### src/rtl/apb_switch_pkg.sv
// Shared constants for the APB switch debouncer: register offsets and
// synchroniser depth.
package apb_switch_pkg;

    localparam int unsigned SYNC_STAGES = 2;

    localparam logic [31:0] DATA_OFS    = 32'h0000_0000;
    localparam logic [31:0] RAW_OFS     = 32'h0000_0004;
    localparam logic [31:0] EVENT_OFS   = 32'h0000_0008;
    localparam logic [31:0] IRQ_EN_OFS  = 32'h0000_000C;
    localparam logic [31:0] RISE_EN_OFS = 32'h0000_0010;
    localparam logic [31:0] FALL_EN_OFS = 32'h0000_0014;

endpackage

### src/rtl/switch_debounce_ch.sv
// One switch channel: two-flop synchroniser, hold counter and debounced level.
// rise/fall pulse on the cycle the debounced level is about to change.
module switch_debounce_ch
    import apb_switch_pkg::*;
#(
    parameter int DEBOUNCE_CYCLES = 16
) (
    input  logic clk,
    input  logic rst_n,
    input  logic async_in,
    output logic sync,
    output logic stable,
    output logic rise,
    output logic fall
);

    localparam int CW = $clog2(DEBOUNCE_CYCLES + 1);
    localparam logic [CW-1:0] CNT_LAST = CW'(DEBOUNCE_CYCLES - 1);

    logic [SYNC_STAGES-1:0] sync_r;
    logic [CW-1:0]          cnt_r;
    logic                   stable_r;
    logic                   accept_s;

    // Metastability filter for the asynchronous switch line.
    always_ff @(posedge clk or negedge rst_n) begin
        if (!rst_n) begin
            sync_r <= '0;
        end else begin
            sync_r <= {sync_r[SYNC_STAGES-2:0], async_in};
        end
    end

    assign sync     = sync_r[SYNC_STAGES-1];
    assign accept_s = (sync != stable_r) && (cnt_r == CNT_LAST);

    // Count consecutive cycles of disagreement; accept the new level on the last one.
    always_ff @(posedge clk or negedge rst_n) begin
        if (!rst_n) begin
            cnt_r    <= '0;
            stable_r <= 1'b0;
        end else if (sync == stable_r) begin
            cnt_r    <= '0;
        end else if (accept_s) begin
            cnt_r    <= '0;
            stable_r <= sync;
        end else begin
            cnt_r    <= cnt_r + CW'(1);
        end
    end

    assign stable = stable_r;
    assign rise   = accept_s & sync;
    assign fall   = accept_s & ~sync;

endmodule

### src/rtl/apb_switch_debounce.sv
// Zero-wait-state APB slave exposing debounced switch levels, sticky W1C edge
// events and a maskable level interrupt.
module apb_switch_debounce
    import apb_switch_pkg::*;
#(
    parameter logic [31:0] BASE_ADDR       = 32'h0000_0020,
    parameter int          WIDTH           = 32,
    parameter int          DEBOUNCE_CYCLES = 16
) (
    input  logic             PCLK,
    input  logic             PRESETn,
    input  logic             PSEL,
    input  logic             PENABLE,
    input  logic             PWRITE,
    input  logic [31:0]      PADDR,
    input  logic [31:0]      PWDATA,
    output logic [31:0]      PRDATA,
    output logic             PREADY,
    input  logic [WIDTH-1:0] i_switch_value,
    output logic             o_irq
);

    logic [WIDTH-1:0] raw_s, stable_s, rise_s, fall_s;
    logic [WIDTH-1:0] ev_set_s, ev_clr_s;
    logic [WIDTH-1:0] event_r, irq_en_r, rise_en_r, fall_en_r;
    logic [31:0]      data_ext_s, raw_ext_s, event_ext_s;
    logic [31:0]      irq_en_ext_s, rise_en_ext_s, fall_en_ext_s;
    logic             wr_s, rd_s;

    for (genvar g = 0; g < WIDTH; g++) begin : g_ch
        switch_debounce_ch #(.DEBOUNCE_CYCLES(DEBOUNCE_CYCLES)) u_ch (
            .clk      (PCLK),
            .rst_n    (PRESETn),
            .async_in (i_switch_value[g]),
            .sync     (raw_s[g]),
            .stable   (stable_s[g]),
            .rise     (rise_s[g]),
            .fall     (fall_s[g])
        );
    end

    assign wr_s     = PSEL & PENABLE & PWRITE;
    assign rd_s     = PSEL & PENABLE & ~PWRITE;
    assign ev_set_s = (rise_s & rise_en_r) | (fall_s & fall_en_r);
    assign ev_clr_s = (wr_s && (PADDR == BASE_ADDR + EVENT_OFS)) ? PWDATA[WIDTH-1:0] : '0;

    // Config registers take APB writes; events set after clear so a set wins a collision.
    always_ff @(posedge PCLK or negedge PRESETn) begin
        if (!PRESETn) begin
            event_r   <= '0;
            irq_en_r  <= '0;
            rise_en_r <= '0;
            fall_en_r <= '0;
        end else begin
            event_r <= (event_r & ~ev_clr_s) | ev_set_s;
            if (wr_s) begin
                case (PADDR)
                    BASE_ADDR + IRQ_EN_OFS:  irq_en_r  <= PWDATA[WIDTH-1:0];
                    BASE_ADDR + RISE_EN_OFS: rise_en_r <= PWDATA[WIDTH-1:0];
                    BASE_ADDR + FALL_EN_OFS: fall_en_r <= PWDATA[WIDTH-1:0];
                    default: ;
                endcase
            end
        end
    end

    // Zero-extend channel vectors so bits above WIDTH read as 0.
    always_comb begin
        data_ext_s    = 32'h0;
        raw_ext_s     = 32'h0;
        event_ext_s   = 32'h0;
        irq_en_ext_s  = 32'h0;
        rise_en_ext_s = 32'h0;
        fall_en_ext_s = 32'h0;
        data_ext_s[WIDTH-1:0]    = stable_s;
        raw_ext_s[WIDTH-1:0]     = raw_s;
        event_ext_s[WIDTH-1:0]   = event_r;
        irq_en_ext_s[WIDTH-1:0]  = irq_en_r;
        rise_en_ext_s[WIDTH-1:0] = rise_en_r;
        fall_en_ext_s[WIDTH-1:0] = fall_en_r;
    end

    // Read mux, driven only during a read access phase.
    always_comb begin
        PRDATA = 32'h0;
        if (rd_s) begin
            case (PADDR)
                BASE_ADDR + DATA_OFS:    PRDATA = data_ext_s;
                BASE_ADDR + RAW_OFS:     PRDATA = raw_ext_s;
                BASE_ADDR + EVENT_OFS:   PRDATA = event_ext_s;
                BASE_ADDR + IRQ_EN_OFS:  PRDATA = irq_en_ext_s;
                BASE_ADDR + RISE_EN_OFS: PRDATA = rise_en_ext_s;
                BASE_ADDR + FALL_EN_OFS: PRDATA = fall_en_ext_s;
                default:                 PRDATA = 32'h0;
            endcase
        end else begin
            PRDATA = 32'h0;
        end
    end

    assign PREADY = 1'b1;
    assign o_irq  = |(event_r & irq_en_r);

endmodule

### config.mk
export PLATFORM = sky130hd
export DESIGN_NAME = apb_switch_debounce
export DESIGN_NICKNAME = d
export VERILOG_FILES = /design/src/rtl/apb_switch_pkg.sv /design/src/rtl/switch_debounce_ch.sv /design/src/rtl/apb_switch_debounce.sv
export SDC_FILE = /design/constraint.sdc
export NUM_CORES = 1
export LEC_CHECK = 0
export ABC_AREA = 1
export ABC_CLOCK_PERIOD_IN_PS = 1800
export BUFFER_PORTS_ARGS = -buffer_cell sky130_fd_sc_hd__buf_2
export CAP_MARGIN = 25
export CORE_MARGIN = 8
export CORE_UTILIZATION = 35
export CTS_CLUSTER_DIAMETER = 80
export DETAILED_ROUTE_END_ITERATION = 6
export HOLD_SLACK_MARGIN = 0.15
export PLACE_DENSITY_LB_ADDON = 0.05
export SLEW_MARGIN = 20
export SYNTH_ARGS = -nofsm -noshare
export SYNTH_HDL_FRONTEND = slang
export SYNTH_SLANG_ARGS = --single-unit
### constraint.sdc
create_clock -name PCLK -period 1.8 [get_ports PCLK]
set_input_delay 0.09 -clock PCLK [delete_from_list [all_inputs] [get_ports PCLK]]
set_output_delay 0.09 -clock PCLK [all_outputs]
set_load 0.02 [all_outputs]
==> results.yml <==
power:
  leakage_uw: 0.0109
  clkPwrFrac: 0.488
  power_uw: 19900
  swShare: 0.225
  p_switching_uw: 4470
  p_comb_frac: 0.057
  seq_power_share: 0.455
  power_density_mw_per_mm2: 841
  internal_power_uw: 15400
  vdd_drop_max_mv: 0.662
synth:
  avgSynthCellArea_um2: 8.89
  synth_area_mm2: 0.0170
  yosysTopAreaCellShare: 0.566
  ys_seq_elements: 384
  synth_xor_area_frac: 0.0351
  ys_top_cells_by_count: "384 x dfrtp_1, 310 x nand2_1, 292 x nand3_1"
  synth_cell_types: 30
  synth-compound-area-share: 0.0673
  synth-simple-area-share: 0.249
  synth_top_family_by_area: "simple AND/OR/NAND/NOR gates"
  synth_edf_count: 0
  postSynthCellCount: 1908
  synth_ff_type: "dfrtp_1"
  synth_nets: 2041
  synthTopCellsByArea: "dfrtp_1 57%, nand3_1 8.6%, nand2_1 6.9%, nor2_1 5.2%, inv_1 4.0%"
  ys_seq_area_frac: 0.566
  ys_async_sr_fraction: 1.00
  synthMuxAreaShare: 0
  synth_fa_ha_area_frac: 0.0236
  yosys.area.top_type: "dfrtp_1"
  synth.most_common_cell: "dfrtp_1"
  synth_warnings: 0
grt:
  antenna_found_initial: 0
  grt_pass1_wl_um: 75300
  grt_pass1_vias: 13900
  grt_max_degree: 53
  grt_overflow: 0
  gr-usage-all-layers: 0.167
critical_path:
  worstPathMaxFanout: 2
  r2r_end: "g_ch[25].u_ch.cnt_r[3]"
  rr_worst_depth: 6
  crit_path_start_kind: "register"
  worstPathArrival_ps: 1790
  cp-end-kind: "primary output"
  path_class: "reg -> out"
  critical_path_required_ps: 1710
  rrSetupSlack_ps: 210
  r2r_start: "g_ch[25].u_ch.sync_r[1]"
place:
  gp_congestion: 0.773
  pre_cts_slack_ps: -115
  dp_hpwl_um: 31500
  placed_cells: 2698
  io_buffers: 133
detailed_routing:
  drc: 0
  via_per_inst: 4.75
  postRouteAntennaNets: 0
  drt_iter0_drc: 833
  wire_per_inst_um: 16.3
  vias: 13900
  totalWireLength_um: 47900
  drt_pass1_iterations: 5
hold_path:
  hp-class: "in -> async"
finish:
  layout.nets: 2415
  area_growth_pct: 39.3
  final_cells: 2932
  diodes: 0
  drive_gt1_frac: 0.251
clock_network:
  clock_latency_ps: 570
  clockBufferDepth: 3
  cts.sinks: 384
  path_clk_slew_ps: 60
  cts_root_buffer: "clkbuf_16"
  cts_tree: "yes"
  htree_levels: 2
  numCtsBuffers: 45
floorplan:
  pin_count: 135
  die-area_mm2: 0.0558
  rows: 80
  start_util: 0.355
  die_x_um: 236
  dieHeight_um: 236
  core-area_mm2: 0.0478
timing:
  rsz0062_at_grt: "yes"
  post-route-period-util: 1.05
  tightest_slew_ps: 507
  slew_headroom: 0.659
  min_period_ps: 1880
  fmax_ghz: 0.531
  clock_skew_ps: 7.12
  hold_violations: 0
  maxSlewViolCount: 0
  layout_setup_ws_ps: -84.9
  finalSetupViolCount: 1
status:
  status: "finished, violations left"
  violations: "negative setup slack"
run:
  cap_violations: 0
repair_timing:
item                       4_1_cts  5_1_grt
cloned                           3       11
buffers inserted                15       30
pin swaps                       11       68
gates resized for setup         72      224
setup endpoints to repair       28       33
hold endpoints to repair       544        0
hold buffers                    95        0
power groups by stage:
stage               Sequential (µW)  Combinational, µW  Clock [µW]
floorplan                      9160                434           0
global placement               9200                914           0
detailed placement             9210                925           0
CTS                            9050               1110       10000
global route                   9080               1320       10300
finish                         9040               1140        9700
flip-flops by register name, indices dropped and copies added, names as in the netlist:
name,count
g_ch.u_ch.stable,32
fall_en_ext_s,32
g_ch.u_ch.cnt_r,160
irq_en_ext_s,32
rise_en_ext_s,32
event_ext_s,32
g_ch.u_ch.sync_r,64
logic make-up after synthesis:
logic type      after synthesis
compound gates              226
xor+xnor                     68
fa+ha+maj                    32
buf+inv                     244
flops                       384
other cells                   1
simple gates                953
critical path, stage by stage, from the launching register on:
cell	delay, ps
dfrtp_1	420
nand2_2	130
nand2_1	60
a221oi_1	210
buf_4	160
nand4_1	80
buf_6	160
metrics by stage:
step	util	cell area [µm²]	hold WS, ps	TNS, ps
finish	0.494	23600	179	-84.9
global route	0.494	23600	182	-433
CTS	0.468	22400	157	-137
detailed placement	0.405	19400	38.4	-1760
global placement	0.405	19400	39.4	-1340
floorplan	-	17000	-206	0
cell usage in the layout, fill, tap and decap left out, drive strengths merged:
| cell type | instances |
|---|---|
| nor2 | 245 |
| clkinv | 10 |
| a22o | 1 |
| dlygate4sd3 | 94 |
| conb | 1 |
| or2 | 31 |
| dfrtp | 384 |
| a21oi | 61 |
| bufinv | 5 |
| buf | 284 |
| o21ai | 162 |
| nand2 | 311 |
| clkinvlp | 2 |
| nor3 | 60 |
| clkbuf | 73 |
| a221oi | 2 |
| inv | 185 |
| nand3 | 296 |
| nor4 | 1 |
| and3 | 1 |
| ha | 32 |
| nand4 | 6 |
| xor2 | 32 |
| and2 | 2 |
| xnor2 | 36 |
layout make-up:
type | instances | area, µm²
multi-input combinational | 1280 | 7010
inverter | 183 | 687
sequential | 384 | 9610
timing repair buffer | 388 | 3970
clock inverter | 19 | 233
tap | 615 | 769
fill | 4451 | 24200
clock buffer | 63 | 1370
per-layer routing:
| layer | vias up | track usage | part of all wire |
|---|---|---|---|
| li1 | 6970 | - | - |
| met1 | 6661 | 0.225 | 0.47 |
| met2 | 248 | 0.273 | 0.47 |
| met3 | 60 | 0.0298 | 0.041 |
| met4 | 0 | 0.0496 | 0.021 |
| met5 | - | 0 | 0 |
worst max path at each step:
stage,startpoint,endpoint
6_report,event_ext_s[11],o_irq
5_1_grt,irq_en_ext_s[25],o_irq
4_1_cts,event_ext_s[24],o_irq
3_5_place_dp,PADDR[16],PRDATA[11]
3_3_place_gp,PADDR[16],PRDATA[23]
2_1_floorplan,PADDR[16],PRDATA[15]
Power figures use the tool's default switching activity.
